===== src/rtl/rx_serial_7o1.sv =====
// 7O1 UART receiver: 2-FF input synchronizer, mid-bit sampling FSM, and a
// valid/ack character buffer with parity, framing and overrun flags.
module rx_serial_7o1 #(
  parameter int CLOCKS_PER_BIT = 434
) (
  input  logic       clock,
  input  logic       reset,
  input  logic       entrada_serial,
  input  logic       recebido,
  output logic [6:0] dados_ascii,
  output logic       pronto,
  output logic       tem_dado,
  output logic       erro_paridade,
  output logic       erro_frame,
  output logic       erro_sobreposicao,
  output logic [3:0] db_estado
);

  localparam int CW = (CLOCKS_PER_BIT > 2) ? $clog2(CLOCKS_PER_BIT) : 1;
  localparam logic [CW-1:0] HALF_M1 = CW'(CLOCKS_PER_BIT / 2 - 1);
  localparam logic [CW-1:0] FULL_M1 = CW'(CLOCKS_PER_BIT - 1);

  typedef enum logic [3:0] {
    OCIOSO   = 4'd0,
    INICIO   = 4'd1,
    DADOS    = 4'd2,
    PARIDADE = 4'd3,
    PARADA   = 4'd4,
    FIM      = 4'd5,
    ESPERA   = 4'd6
  } state_t;

  state_t        state_q;
  logic [CW-1:0] cnt_q;
  logic [2:0]    idx_q;
  logic [6:0]    shift_q;
  logic          par_q;
  logic          sync1_q;
  logic          rx_s;
  logic [6:0]    dados_q;
  logic          pronto_q;
  logic          tem_dado_q;
  logic          erro_par_q;
  logic          erro_frame_q;
  logic          erro_sobre_q;
  logic          parity_ok;

  always_ff @(posedge clock or negedge reset) begin
    if (!reset) begin
      sync1_q <= 1'b1;
      rx_s    <= 1'b1;
    end else begin
      sync1_q <= entrada_serial;
      rx_s    <= sync1_q;
    end
  end

  // Odd parity: data plus parity bit must hold an odd number of ones.
  always_comb begin
    parity_ok = ^{shift_q, par_q};
  end

  // Handshake: a good frame raises tem_dado with dados_ascii stable; the
  // consumer pulses recebido to release it. Completion in the same cycle
  // as recebido keeps the new character and does not flag overrun.
  always_ff @(posedge clock or negedge reset) begin
    if (!reset) begin
      state_q      <= OCIOSO;
      cnt_q        <= '0;
      idx_q        <= '0;
      shift_q      <= 7'h7f;
      par_q        <= 1'b1;
      dados_q      <= '0;
      pronto_q     <= 1'b0;
      tem_dado_q   <= 1'b0;
      erro_par_q   <= 1'b0;
      erro_frame_q <= 1'b0;
      erro_sobre_q <= 1'b0;
    end else begin
      pronto_q <= 1'b0;
      if (recebido) begin
        tem_dado_q   <= 1'b0;
        erro_sobre_q <= 1'b0;
      end
      case (state_q)
        OCIOSO: begin
          cnt_q <= '0;
          if (!rx_s) state_q <= INICIO;
        end
        INICIO: begin
          if (cnt_q == HALF_M1) begin
            cnt_q   <= '0;
            idx_q   <= '0;
            state_q <= rx_s ? OCIOSO : DADOS;
          end else begin
            cnt_q <= cnt_q + 1'b1;
          end
        end
        DADOS: begin
          if (cnt_q == FULL_M1) begin
            cnt_q   <= '0;
            shift_q <= {rx_s, shift_q[6:1]};
            idx_q   <= idx_q + 1'b1;
            if (idx_q == 3'd6) state_q <= PARIDADE;
          end else begin
            cnt_q <= cnt_q + 1'b1;
          end
        end
        PARIDADE: begin
          if (cnt_q == FULL_M1) begin
            cnt_q   <= '0;
            par_q   <= rx_s;
            state_q <= PARADA;
          end else begin
            cnt_q <= cnt_q + 1'b1;
          end
        end
        PARADA: begin
          // Results are committed here so they are valid while FIM shows pronto.
          if (cnt_q == FULL_M1) begin
            cnt_q        <= '0;
            state_q      <= FIM;
            pronto_q     <= 1'b1;
            erro_par_q   <= ~parity_ok;
            erro_frame_q <= ~rx_s;
            if (parity_ok && rx_s) begin
              dados_q      <= shift_q;
              tem_dado_q   <= 1'b1;
              erro_sobre_q <= (erro_sobre_q | tem_dado_q) & ~recebido;
            end
          end else begin
            cnt_q <= cnt_q + 1'b1;
          end
        end
        FIM: begin
          state_q <= erro_frame_q ? ESPERA : OCIOSO;
        end
        ESPERA: begin
          if (rx_s) state_q <= OCIOSO;
        end
        default: state_q <= OCIOSO;
      endcase
    end
  end

  assign dados_ascii       = dados_q;
  assign pronto            = pronto_q;
  assign tem_dado          = tem_dado_q;
  assign erro_paridade     = erro_par_q;
  assign erro_frame        = erro_frame_q;
  assign erro_sobreposicao = erro_sobre_q;
  assign db_estado         = state_q;

endmodule


===== config.mk =====
export PLATFORM = sky130hd
export DESIGN_NAME = rx_serial_7o1
export DESIGN_NICKNAME = d
export VERILOG_FILES = /design/src/rtl/rx_serial_7o1.sv
export SDC_FILE = /design/constraint.sdc
export NUM_CORES = 1
export LEC_CHECK = 0
export BUFFER_PORTS_ARGS = -buffer_cell sky130_fd_sc_hd__buf_2
export CORE_ASPECT_RATIO = 1.75
export CORE_MARGIN = 2
export CORE_UTILIZATION = 61
export CTS_CLUSTER_DIAMETER = 150
export DETAILED_ROUTE_END_ITERATION = 6
export MAX_ROUTING_LAYER = met4
export PLACE_DENSITY = 0.85
export SLEW_MARGIN = 20
export SYNTH_ARGS = -nofsm -noshare
export SYNTH_HDL_FRONTEND = slang
export SYNTH_SLANG_ARGS = --single-unit

===== constraint.sdc =====
create_clock -name clock -period 5.9 [get_ports clock]
set_input_delay 0 -clock clock [delete_from_list [all_inputs] [get_ports clock]]
set_output_delay 0 -clock clock [all_outputs]
set_load 0.005 [all_outputs]

==> out/metrics.csv, run 1 <==
stage,metric,value,unit
floorplan,# rows,26,
yosys,Syn Area/Cell,11.8,um^2
timing,Final setup viols,0,
setup_path,Crit Path Max Fanout,9,
layout,antenna cells,0,
clocking,clock-pin slew on the worst setup and hold paths,0.07,ns
clocking,Post-CTS Resized,0,
floorplan,Core Region,0.00286,mm^2
placed_design,# port buffers,18,
drt,Routed Antenna Nets,0,
setup_path,FF-to-FF Start,cnt_q[1],
setup_path,Setup crit start kind,register,
setup_path,Critical Path End Type,register,
drt,Routed wire per std cell,16.4,um
clocking,# clock sinks,37,
drt,drt total wl,3.33,mm
layout,Syn-to-layout area delta,12.9,%
yosys,Seq cells post-synth,37,
timing,Worst Skew,0.00354,ns
setup_path,Setup CP Type,reg2reg,
global_route,number of global-route vias before repair,1245,
floorplan,# IOs,20,
layout,most frequent cells in the layout,"27 x dfrtp_1, 18 x buf_2, 17 x mux2_2",
yosys,synthesized area,0.00180,mm^2
drt,DRC,0,
timing,Tcrit/Tclk final,0.390,
clocking,CTS tree,done,
floorplan,Starting Density,0.629,
yosys,"Seq/Total Area, Yosys",0.521,
pwr,leakage dissipation,1.01,nW
floorplan,die height,75.9,um
setup_path,Critical Path AT,2.47,ns
clocking,Root Buffer,clkbuf_8,
timing,Setup TNS,0,ns
hold_path,Hold Crit Start,recebido,
yosys,post-synth top area cell,dfrtp_1,
setup_path,FF-to-FF End,dados_ascii[4],
pwr,maximum vdd drop,184,uV
hold_path,Hold WC Path Type,in2reg,
yosys,area share of the largest cell type after synthesis,0.375,
clocking,total CTS buffers,5,
yosys,Synth area leaders,"dfrtp_1 38%, dfstp_2 15%, mux2_2 11%",
global_route,largest net degree at the start of global routing,38,
status,outcome,completed,
timing,post-layout min period,2.30,ns
layout,"commonest non-fill, non-tap cell in the layout",dfrtp_1,
layout,layout cells sized above 1,0.331,
job,max-cap check violation count,0,
yosys,post-synthesis instance total,153,
clocking,CTS max path bufs,2,
setup_path,R2R Setup Slk,3.60,ns
timing,Max Clk Rate,435,MHz
hold_path,Hold Path Cell Cnt,3,
clocking,Max H-tree Level,2,
global_route,gr usage total,0.236,
drt,1st-iter DRT viols,33,
global_route,initial antenna violation count,0,
timing,Worst-Margin Slew,0.793,ns
yosys,Yosys warnings,0,
timing,final hold violation count,0,
global_route,global-route wire length before repair,5.58,mm
yosys,Syn Nets,162,
setup_path,reg2reg path depth,6,
floorplan,die area,0.00342,mm^2
floorplan,Die Span X,45.1,um
placed_design,DP Wirelength,2.41,mm
setup_path,Critical Path RT,6.07,ns
pwr,Power Density,239,mW/mm^2
timing,RSZ-0062 raised after global routing,false,
yosys,Cell variety after synth,42,
pwr,total power,0.485,mW
global_route,GRT overflow,0,
timing,Slew HR,0.471,
layout,Nets,183,
drt,Via Count,1207,
drt,via/cell ratio,5.95,
placed_design,Final GP Congestion,0.924,
timing,max-slew violation count,0,
clocking,clk_lat worst skew,0.28,ns
hold_path,Hold EP,erro_sobreposicao,
drt,DRT Pass-1 Iters,4,
==> final cells by class <==
type / instances / area (um^2)
tap: 28 / 35.0
clock inverter: 1 / 30.0
fill: 203 / 831
multi-input combinational: 103 / 806
timing repair buffer: 20 / 110
sequential: 37 / 938
inverter: 7 / 26.3
clock buffer: 7 / 86.3
==> stage by stage <==
step | std cells | util | hold WS [ns] | setup WS (ns) | cell area, um^2
after floorplan | 153 | - | -0.296 | 3.89 | 1800
after global placement | 193 | 0.662 | 0.106 | 3.69 | 1900
after detailed placement | 193 | 0.662 | 0.114 | 3.61 | 1900
after CTS | 203 | 0.710 | 0.0200 | 3.59 | 2030
after global routing | 203 | 0.710 | 0.0189 | 3.39 | 2030
final | 203 | 0.710 | 0.0224 | 3.60 | 2030
==> what timing repair did <==
| action | CTS | global route |
|---|---|---|
| hold buffers | 2 | 0 |
| setup buffers | 0 | 0 |
| endpoints found under the hold margin | 28 | 0 |
==> registers in the layout, indices dropped and copies added (netlist names) <==
register and cells:
idx_q 3, erro_paridade 1, pronto 1, par_q 1, cnt_q 9, rx_s 1
sync1_q 1, tem_dado 1, erro_frame 1, db_estado 3, dados_ascii 7, shift_q 7
erro_sobreposicao 1
==> layer usage <==
metal | vias to the layer above | track usage | share of wire
met5 | - | - | 0
met4 | 0 | 0.141 | 0.032
met3 | 15 | 0.0521 | 0.030
met2 | 27 | 0.379 | 0.54
met1 | 585 | 0.263 | 0.40
li1 | 580 | - | -
==> worst max-delay path: stages (launching register included) <==
cell      delay (ns)
dfrtp_1         0.41
inv_1           0.11
ha_1            0.17
and4bb_2        0.26
nand4_2         0.22
nor4_4          0.61
mux2_2          0.40
==> how the worst max path moves through the flow <==
stage                  from  cells past startpoint             end  slack (ns)
2_1_floorplan      cnt_q[1]                      6  dados_ascii[0]        3.89
3_3_place_gp       cnt_q[1]                      6  dados_ascii[5]        3.69
3_5_place_dp       cnt_q[1]                      6  dados_ascii[4]        3.61
4_1_cts            cnt_q[1]                      6  dados_ascii[4]        3.59
5_1_grt        db_estado[1]                      5        idx_q[2]        3.39
6_report           cnt_q[1]                      6  dados_ascii[4]        3.60
==> cell usage after synthesis <==
| master | number |
|---|---|
| nand4b_1 | 1 |
| inv_1 | 7 |
| o21a_1 | 1 |
| and4bb_2 | 1 |
| nor2_1 | 10 |
| mux2_2 | 17 |
| xnor2_1 | 10 |
| mux2i_1 | 1 |
| nor3_1 | 5 |
| a22o_1 | 1 |
| nor4_4 | 1 |
| o21ai_0 | 5 |
| o22ai_1 | 2 |
| nand4_2 | 1 |
| o31ai_1 | 2 |
| a211o_1 | 1 |
| a22oi_4 | 1 |
| clkbuf_1 | 4 |
| a21oi_1 | 4 |
| a221o_1 | 1 |
| conb_1 | 1 |
| a21o_1 | 2 |
| nor4bb_1 | 1 |
| ha_1 | 5 |
| nor3b_1 | 3 |
| nand4_1 | 1 |
| o41ai_1 | 1 |
| nor2b_1 | 2 |
| nand2_1 | 7 |
| and3_1 | 2 |
| nand3b_1 | 1 |
| nand3_1 | 4 |
| dfstp_2 | 10 |
| buf_4 | 2 |
| xor2_1 | 2 |
| and2_1 | 1 |
| nor4b_1 | 1 |
| o221ai_1 | 1 |
| or2_2 | 1 |
| dfrtp_1 | 27 |
| nand2b_1 | 1 |
| or3b_2 | 1 |
==> kinds of logic (layout without fill, tap and decap cells) <==
family                   Yosys count  in the layout  synth area share
AND/OR/NAND/NOR                   45             45             0.151
flip-flops                        37             37             0.521
AO/OA/AOI/OAI                     22             22            0.0896
multiplexers                      18             18             0.112
buffers and inverters             13             35            0.0313
XOR/XNOR                          12             12            0.0584
adder cells (fa/ha/maj)            5              5            0.0347
other                              1              1           0.00208
==> report_power, final <==
| group | switching, mW | internal [mW] |
|---|---|---|
| combinational | 0.00612 | 0.00205 |
| sequential | 0.000715 | 0.255 |
| clock | 0.0833 | 0.138 |
No activity file was read; power rests on OpenSTA's default activity.
==> run 2, diff against run 1 <==
--- a/config.mk
+++ b/config.mk
@@ -5,14 +5,15 @@
 export SDC_FILE = /design/constraint.sdc
 export NUM_CORES = 1
 export LEC_CHECK = 0
+export ABC_AREA = 1
 export BUFFER_PORTS_ARGS = -buffer_cell sky130_fd_sc_hd__buf_2
 export CORE_ASPECT_RATIO = 1.75
 export CORE_MARGIN = 2
-export CORE_UTILIZATION = 61
+export CORE_UTILIZATION = 58
 export CTS_CLUSTER_DIAMETER = 150
 export DETAILED_ROUTE_END_ITERATION = 6
 export MAX_ROUTING_LAYER = met4
-export PLACE_DENSITY = 0.85
+export PLACE_DENSITY = 0.8
 export SLEW_MARGIN = 20
 export SYNTH_ARGS = -nofsm -noshare
 export SYNTH_HDL_FRONTEND = slang
==> constraint.sdc (replaced) <==
create_clock -name clock -period 2.2 [get_ports clock]
set_input_delay 0 -clock clock [delete_from_list [all_inputs] [get_ports clock]]
set_output_delay 0 -clock clock [all_outputs]
set_load 0.005 [all_outputs]
==> run 2 against run 1 <==
Sequential power grew to 2.7 times the previous value. Critical path depth grew 3. Via count grew 46%. Critical path type unchanged. Synthesized cell count grew 76%. Area after synthesis grew 15%. Routed wire length grew 26%. Non-clock buffer count grew 1. Sequential share of layout area shrank 5.8 points. Core utilization shrank 2.7 points.
==> out/metrics.csv, run 2 <==
stage,metric,value,unit,change
floorplan,# IOs,20,,unchanged
setup_path,FF-to-FF Start,cnt_q[1],,
drt,Routed Antenna Nets,0,,unchanged
floorplan,Core Region,0.00340,mm^2,+19%
placed_design,dpl cell area,0.00219,mm^2,+16%
placed_design,# port buffers,18,,unchanged
clocking,Post-CTS Resized,0,,unchanged
yosys,area share of the largest cell type after synthesis,0.327,,-0.0478
clocking,total CTS buffers,5,,unchanged
layout,design area,0.00232,mm^2,+14%
timing,Max Clk Rate,563,MHz,+30%
layout,Nets,304,,+66%
drt,DRT Pass-1 Iters,6,,+2
yosys,Synth area leaders,"dfrtp_1 33%, nand2_1 18%, dfstp_2 13%",,
layout,Multi-input gate area,928,um^2,+15%
placed_design,DP Wirelength,3.03,mm,+26%
timing,Slew HR,0.462,,-0.00909
timing,Setup TNS,0,ns,unchanged
clocking,# hold bufs at CTS,3,,+1
setup_path,Critical Path RT,2.37,ns,-3.70 ns
timing,post-layout min period,1.78,ns,-0.525 ns
pwr,Power Density,528,mW/mm^2,+120%
setup_path,Critical Path AT,1.94,ns,-0.53 ns
drt,1st-iter DRT viols,45,,+36%
yosys,Cell variety after synth,28,,-33%
clocking,CTS tree,done,,
timing,Worst-Margin Slew,0.807,ns,+0.0136 ns
clocking,clk_lat worst skew,0.29,ns,about the same
drt,via/cell ratio,5.16,,-13%
clocking,Max H-tree Level,2,,unchanged
layout,Biggest register,cnt_q,,
layout,"commonest non-fill, non-tap cell in the layout",nand2_1,,
yosys,post-synthesis async set-or-reset flop share,1.00,,unchanged
drt,drt total wl,4.20,mm,+26%
yosys,most common cell in the netlist,nand2_1,,
layout,register area,938,um^2,unchanged
floorplan,Die Span X,49.1,um,+8.9%
layout,antenna cells,0,,unchanged
global_route,number of global-route vias before repair,1782,,+43%
placed_design,Final GP Congestion,0.917,,-0.74%
yosys,Seq cells post-synth,37,,unchanged
timing,RSZ-0062 raised after global routing,false,,
setup_path,reg2reg path depth,9,,+3
global_route,global-route wire length before repair,7.28,mm,+30%
status,outcome,completed,,
setup_path,Critical Path End Type,register,,
yosys,"Seq/Total Area, Yosys",0.455,,-0.0664
clocking,# clock sinks,37,,unchanged
floorplan,Starting Density,0.607,,-0.0218
timing,Tcrit/Tclk final,0.807,,+0.417
yosys,Yosys warnings,0,,unchanged
global_route,GRT overflow,0,,unchanged
yosys,Post-synth EDFFs,0,,unchanged
job,max-cap check violation count,0,,unchanged
global_route,gr usage total,0.237,,+0.000325
clocking,Root Buffer,clkbuf_8,,
drt,Routed wire per std cell,12.3,um,-25%
drt,DRC,0,,unchanged
setup_path,CP endpoint,idx_q[0],,
pwr,leakage dissipation,1.29,nW,+27%
yosys,top_reg_cell synth,dfrtp_1,,
timing,final hold violation count,0,,unchanged
clocking,CTS max path bufs,2,,unchanged
clocking,clock-pin slew on the worst setup and hold paths,0.07,ns,about the same
yosys,post-synthesis instance total,270,,+76%
timing,Final setup viols,0,,unchanged
global_route,initial antenna violation count,0,,unchanged
clocking,postcts setup bufs,0,,unchanged
layout,max reg flops,9,,unchanged
floorplan,die area,0.00407,mm^2,+19%
yosys,Syn Nets,279,,+72%
setup_path,Crit Path Max Fanout,16,,+7
yosys,top post-synthesis cells by count,"98 x nand2_1, 44 x inv_1, 27 x dfrtp_1, 18 x o21ai_0, 14 x nand3_1",,
layout,fill count,298,,+47%
layout,layout cells sized above 1,0.172,,-0.159
global_route,largest net degree at the start of global routing,38,,unchanged
timing,max-slew violation count,0,,unchanged
layout,most frequent cells in the layout,"98 x nand2_1, 44 x inv_1, 27 x dfrtp_1",,
yosys,Syn Area/Cell,7.64,um^2,-35%
setup_path,crit path from,cnt_q[1],,
floorplan,# rows,28,,+7.7%
layout,Syn-to-layout area delta,12.5,%,
setup_path,R2R Setup Slk,0.42,ns,-3.17 ns
hold_path,Hold WC Path Type,in2async,,
yosys,post-synth top area cell,dfrtp_1,,
setup_path,FF-to-FF End,idx_q[0],,
timing,Worst Skew,0.00719,ns,+0.00365 ns
drt,Via Count,1758,,+46%
setup_path,Setup crit start kind,register,,
floorplan,die height,82.9,um,+9.3%
yosys,synthesized area,0.00206,mm^2,+15%
pwr,maximum vdd drop,525,uV,+190%
setup_path,Setup CP Type,reg2reg,,
run 2: cell count changes after synthesis, moves of 3 or more:
cell / delta
nand2_1: +91
inv_1: +37
mux2_2: -17
o21ai_0: +13
nand4_1: +11
nand3_1: +10
xnor2_1: -10
clkbuf_1: -4
inv_2: +3
nor3_1: -3
nor3b_1: -3
run 2: cell families (layout without fill, tap and decap cells):
group                      count (synthesis)  count (layout)  share of synthesized area
buffers and inverters                     50              76                     0.0952
DFF                                       37              37                      0.455
xor gates and xnor gates                   3               3                     0.0127
AOI/OAI and AO/OA                         26              26                     0.0710
and+or+nand+nor                          148             148                      0.334
adders and majority gates                  5               5                     0.0303
other                                      1               1                    0.00182
run 2: area by class of cell:
type,instances,area share
Clock buffer,7,0.0415
Clock inverter,1,0.00216
Inverter,47,0.0760
Multi-Input combinational cell,183,0.400
Sequential cell,37,0.404
Tap cell,45,0.0243
Timing Repair Buffer,21,0.0518
run 2: metal layers:
layer | routed length, um | vias to the layer above | track usage | part of all wire
li1 | - | 890 | - | -
met5 | 0 | - | - | 0
met3 | 130 | 19 | 0.0450 | 0.031
met1 | 1520 | 801 | 0.213 | 0.36
met2 | 2350 | 48 | 0.432 | 0.56
met4 | 201 | 0 | 0.151 | 0.048
run 2: worst min path at each step:
stage	from	to	depth (start not counted)	slack (ns)
2_1_floorplan	reset	cnt_q[0]	0	-0.30
3_3_place_gp	entrada_serial	sync1_q	1	0.10
3_5_place_dp	entrada_serial	sync1_q	1	0.11
4_1_cts	reset	dados_ascii[1]	2	0.36
5_1_grt	sync1_q	rx_s	0	0.37
6_report	reset	dados_ascii[1]	2	0.33
run 2: per-stage QoR:
step,hold WS (ns),total power [mW],utilization,setup slack [ns],instances
2_1_floorplan,-0.296,0.705,-,0.645,270
6_report,0.335,1.23,0.683,0.425,341
5_1_grt,0.365,1.27,0.683,0.257,341
4_1_cts,0.359,1.24,0.683,0.425,341
3_5_place_dp,0.109,0.721,0.644,0.437,330
3_3_place_gp,0.104,0.720,0.644,0.512,330
run 2: power breakdown:
group          internal, mW  switching, mW  total [mW]
Sequential            0.684        0.00203       0.686
Combinational       0.00712         0.0190      0.0261
Clock                 0.283          0.230       0.513
Total                 0.974          0.251        1.23
run 2: worst max-delay path, stage by stage (launching register included):
cell and delay [ns]:
dfrtp_1 0.40, inv_1 0.10, ha_1 0.15, nand2_1 0.06
nor3_2 0.22, nand2_1 0.17, nor2_4 0.29, o21ai_2 0.13
nand2_1 0.07, o21ai_0 0.07
==> run 3, diff against run 2 <==
--- a/config.mk
+++ b/config.mk
@@ -5,11 +5,11 @@
 export SDC_FILE = /design/constraint.sdc
 export NUM_CORES = 1
 export LEC_CHECK = 0
-export ABC_AREA = 1
+export ABC_AREA = 0
 export BUFFER_PORTS_ARGS = -buffer_cell sky130_fd_sc_hd__buf_2
 export CORE_ASPECT_RATIO = 1.75
 export CORE_MARGIN = 2
-export CORE_UTILIZATION = 58
+export CORE_UTILIZATION = 57
 export CTS_CLUSTER_DIAMETER = 150
 export DETAILED_ROUTE_END_ITERATION = 6
 export MAX_ROUTING_LAYER = met4
==> constraint.sdc (replaced) <==
create_clock -name clock -period 1.7 [get_ports clock]
set_input_delay 0 -clock clock [delete_from_list [all_inputs] [get_ports clock]]
set_output_delay 0 -clock clock [all_outputs]
set_load 0.005 [all_outputs]
==> run 3 against run 2 <==
The run now ends with setup timing left. Critical path depth down 2. Worst hold slack worse by 0.32 ns. Routed wire length up 60%. Via count down 5.7%. Setup slack worse by 0.80 ns. Sequential share of layout area down 6.0 points. Clock skew up 0.0061 ns. First-iteration DRC count up 140%. Global-route usage up 13 points. Design area up 18%. Clock power up 42%. Largest cell class is now multi-input gates.
==> out/metrics.csv, run 3 (same netlist as run 1, synthesis figures left out) <==
stage,metric,value,unit,change
clocking,Root Buffer,clkbuf_8,,
layout,Multi-input gate area,0.00104,mm^2,+12%
setup_path,Setup CP Type,reg2reg,,
timing,final hold violation count,0,,unchanged
floorplan,die height,78.4,um,-5.5%
placed_design,DP Worst Slack,-0.213,ns,-0.650 ns
timing,Max Clk Rate,481,MHz,-15%
setup_path,Critical Path AT,2.27,ns,+0.33 ns
hold_path,Hold WC Path Type,in2reg,,
global_route,global-route wire length before repair,8.72,mm,+20%
clocking,total CTS buffers,5,,unchanged
pwr,Flop pwr share,0.539,,-0.021
clocking,CTS max path bufs,2,,unchanged
status,failing checks,setup timing,,
clocking,clock-pin slew on the worst setup and hold paths,0.09,ns,+0.02 ns
pwr,switching power total,0.381,mW,+52%
clocking,# clock sinks,37,,unchanged
setup_path,Critical Path End Type,register,,
layout,"commonest non-fill, non-tap cell in the layout",buf_4,,
timing,Worst Skew,0.0133,ns,+0.00612 ns
timing,Hold Slack,0.0123,ns,-0.323 ns
global_route,initial antenna violation count,0,,unchanged
setup_path,Setup crit start kind,register,,
drt,DRT Pass-1 Iters,4,,-2
floorplan,Die Span X,46.5,um,-5.3%
floorplan,Starting Density,0.586,,-0.0215
setup_path,R2R Setup Slk,-0.38,ns,-0.80 ns
setup_path,Critical Path RT,1.89,ns,-0.48 ns
timing,RSZ-0062 raised after global routing,true,,
setup_path,crit path max-delay cell type,dfrtp_1,,
layout,most frequent cells in the layout,"40 x buf_4, 26 x dfrtp_1, 18 x buf_2",,
setup_path,max incr delay on CP,0.42,ns,+0.02 ns
timing,Slew HR,0.454,,-0.00840
setup_path,FF-to-FF Start,cnt_q[1],,
setup_path,reg2reg path depth,7,,-2
drt,Routed Antenna Nets,0,,unchanged
setup_path,CP endpoint,dados_ascii[5],,
drt,DRC,0,,unchanged
timing,Tcrit/Tclk final,1.22,,+0.417
pwr,Clk network pwr share,0.442,,+0.023
pwr,Sw Ratio,0.231,,+0.0264
global_route,largest net degree at the start of global routing,38,,unchanged
timing,post-layout min period,2.08,ns,+0.305 ns
layout,Syn-to-layout area delta,51.5,%,
placed_design,DP Cell Count,241,,-27%
layout,Post-Layout Cell Count,270,,-21%
hold_path,Hold Crit Start,recebido,,
timing,final worst slack,-0.380,ns,-0.805 ns
setup_path,crit path from,cnt_q[1],,
pwr,Power Density,604,mW/mm^2,+14%
layout,Nets,235,,-23%
status,outcome,"finished, violations left",,
floorplan,# IOs,20,,unchanged
clocking,Max H-tree Level,2,,unchanged
timing,max-slew violation count,0,,unchanged
global_route,GRT overflow,0,,unchanged
drt,1st-iter DRT viols,107,,+140%
global_route,number of global-route vias before repair,1677,,-5.9%
setup_path,Crit Path Max Fanout,4,,-12
floorplan,# rows,27,,-3.6%
pwr,Comb pwr share,0.019,,-0.002
layout,fill count,116,,-61%
pwr,Int Power,1.27,mW,+30%
setup_path,FF-to-FF End,dados_ascii[5],,
layout,Biggest register,cnt_q,,
layout,layout cells sized above 1,0.604,,+0.431
layout,antenna cells,0,,unchanged
clocking,CTS tree,done,,
timing,Worst-Margin Slew,0.820,ns,+0.0126 ns
setup_path,cell chain of the critical path,inv_2 > ha_4 > and4bb_2 > nand4_4 > nor4_4 > buf_4 > mux2_4,,
drt,Routed wire per std cell,24.9,um,+100%
layout,register area,940,um^2,+0.13%
floorplan,die area,0.00364,mm^2,-10%
drt,Via Count,1658,,-5.7%
hold_path,Hold Path Cell Cnt,3,,
clocking,clk_lat worst skew,0.30,ns,about the same
drt,via/cell ratio,6.14,,+19%
placed_design,DP Wirelength,2.83,mm,-6.5%
placed_design,Final GP Congestion,0.887,,-3.3%
pwr,leakage dissipation,1.31,nW,+1.6%
timing,Final setup viols,35,,+35
layout,max reg flops,9,,unchanged
placed_design,# port buffers,18,,unchanged
global_route,gr usage total,0.362,,+0.126
floorplan,Core Region,0.00307,mm^2,-9.5%
job,max-cap check violation count,0,,unchanged
layout,post-layout util,0.887,,+0.204
drt,drt total wl,6.71,mm,+60%
pwr,maximum vdd drop,732,uV,+39%
-- run 3: critical path, delay by kind of cell (launching register included) --
kind	cells	cell delay, ns
simple gates	3	0.74
flops	1	0.42
buf+inv	2	0.34
mux	1	0.33
fa+ha+maj	1	0.14
-- run 3: cell type report --
| cell class | instances | area share |
|---|---|---|
| Timing Repair Buffer | 72 | 0.206 |
| Multi-Input combinational cell | 103 | 0.380 |
| Clock buffer | 7 | 0.0353 |
| Inverter | 7 | 0.0106 |
| Clock inverter | 1 | 0.00321 |
| Tap cell | 43 | 0.0197 |
| Sequential cell | 37 | 0.344 |
-- run 3: timing repair --
item	4_1_cts	5_1_grt
resized for setup	33	25
setup buffers	12	8
hold endpoints to repair	28	0
setup endpoints to repair	25	34
hold buffers	2	0
gates cloned	0	1
pin swaps	13	7
-- run 3: metal layers --
| metal | GRT usage | up-vias | wire, um |
|---|---|---|---|
| met4 | 0.189 | 0 | 468 |
| li1 | - | 681 | - |
| met5 | - | - | 0 |
| met1 | 0.399 | 837 | 2350 |
| met3 | 0.0759 | 41 | 360 |
| met2 | 0.588 | 99 | 3540 |
-- run 3: power by group through the flow --
stage	Clock [mW]	Combinational, mW	Sequential (mW)
floorplan	0	0.00657	0.903
global placement	0	0.0253	0.903
detailed placement	0	0.0266	0.904
CTS	0.699	0.0306	0.887
global route	0.763	0.0367	0.888
finish	0.728	0.0320	0.888
-- run 3: worst min path at each step --
stage / to / slack (ns)
5_1_grt: erro_sobreposicao / 0.01
3_5_place_dp: sync1_q / 0.11
3_3_place_gp: sync1_q / 0.11
4_1_cts: erro_sobreposicao / 0.03
6_report: erro_sobreposicao / 0.01
2_1_floorplan: cnt_q[0] / -0.30
-- run 3: through the flow --
stage | instance area, um^2 | setup TNS [ns] | power (mW)
after floorplan | 1820 | -1.60 | 0.909
after global placement | 2190 | -2.19 | 0.929
after detailed placement | 2190 | -3.66 | 0.930
after CTS | 2570 | -2.55 | 1.62
after global routing | 2730 | -9.26 | 1.69
final | 2730 | -8.38 | 1.65
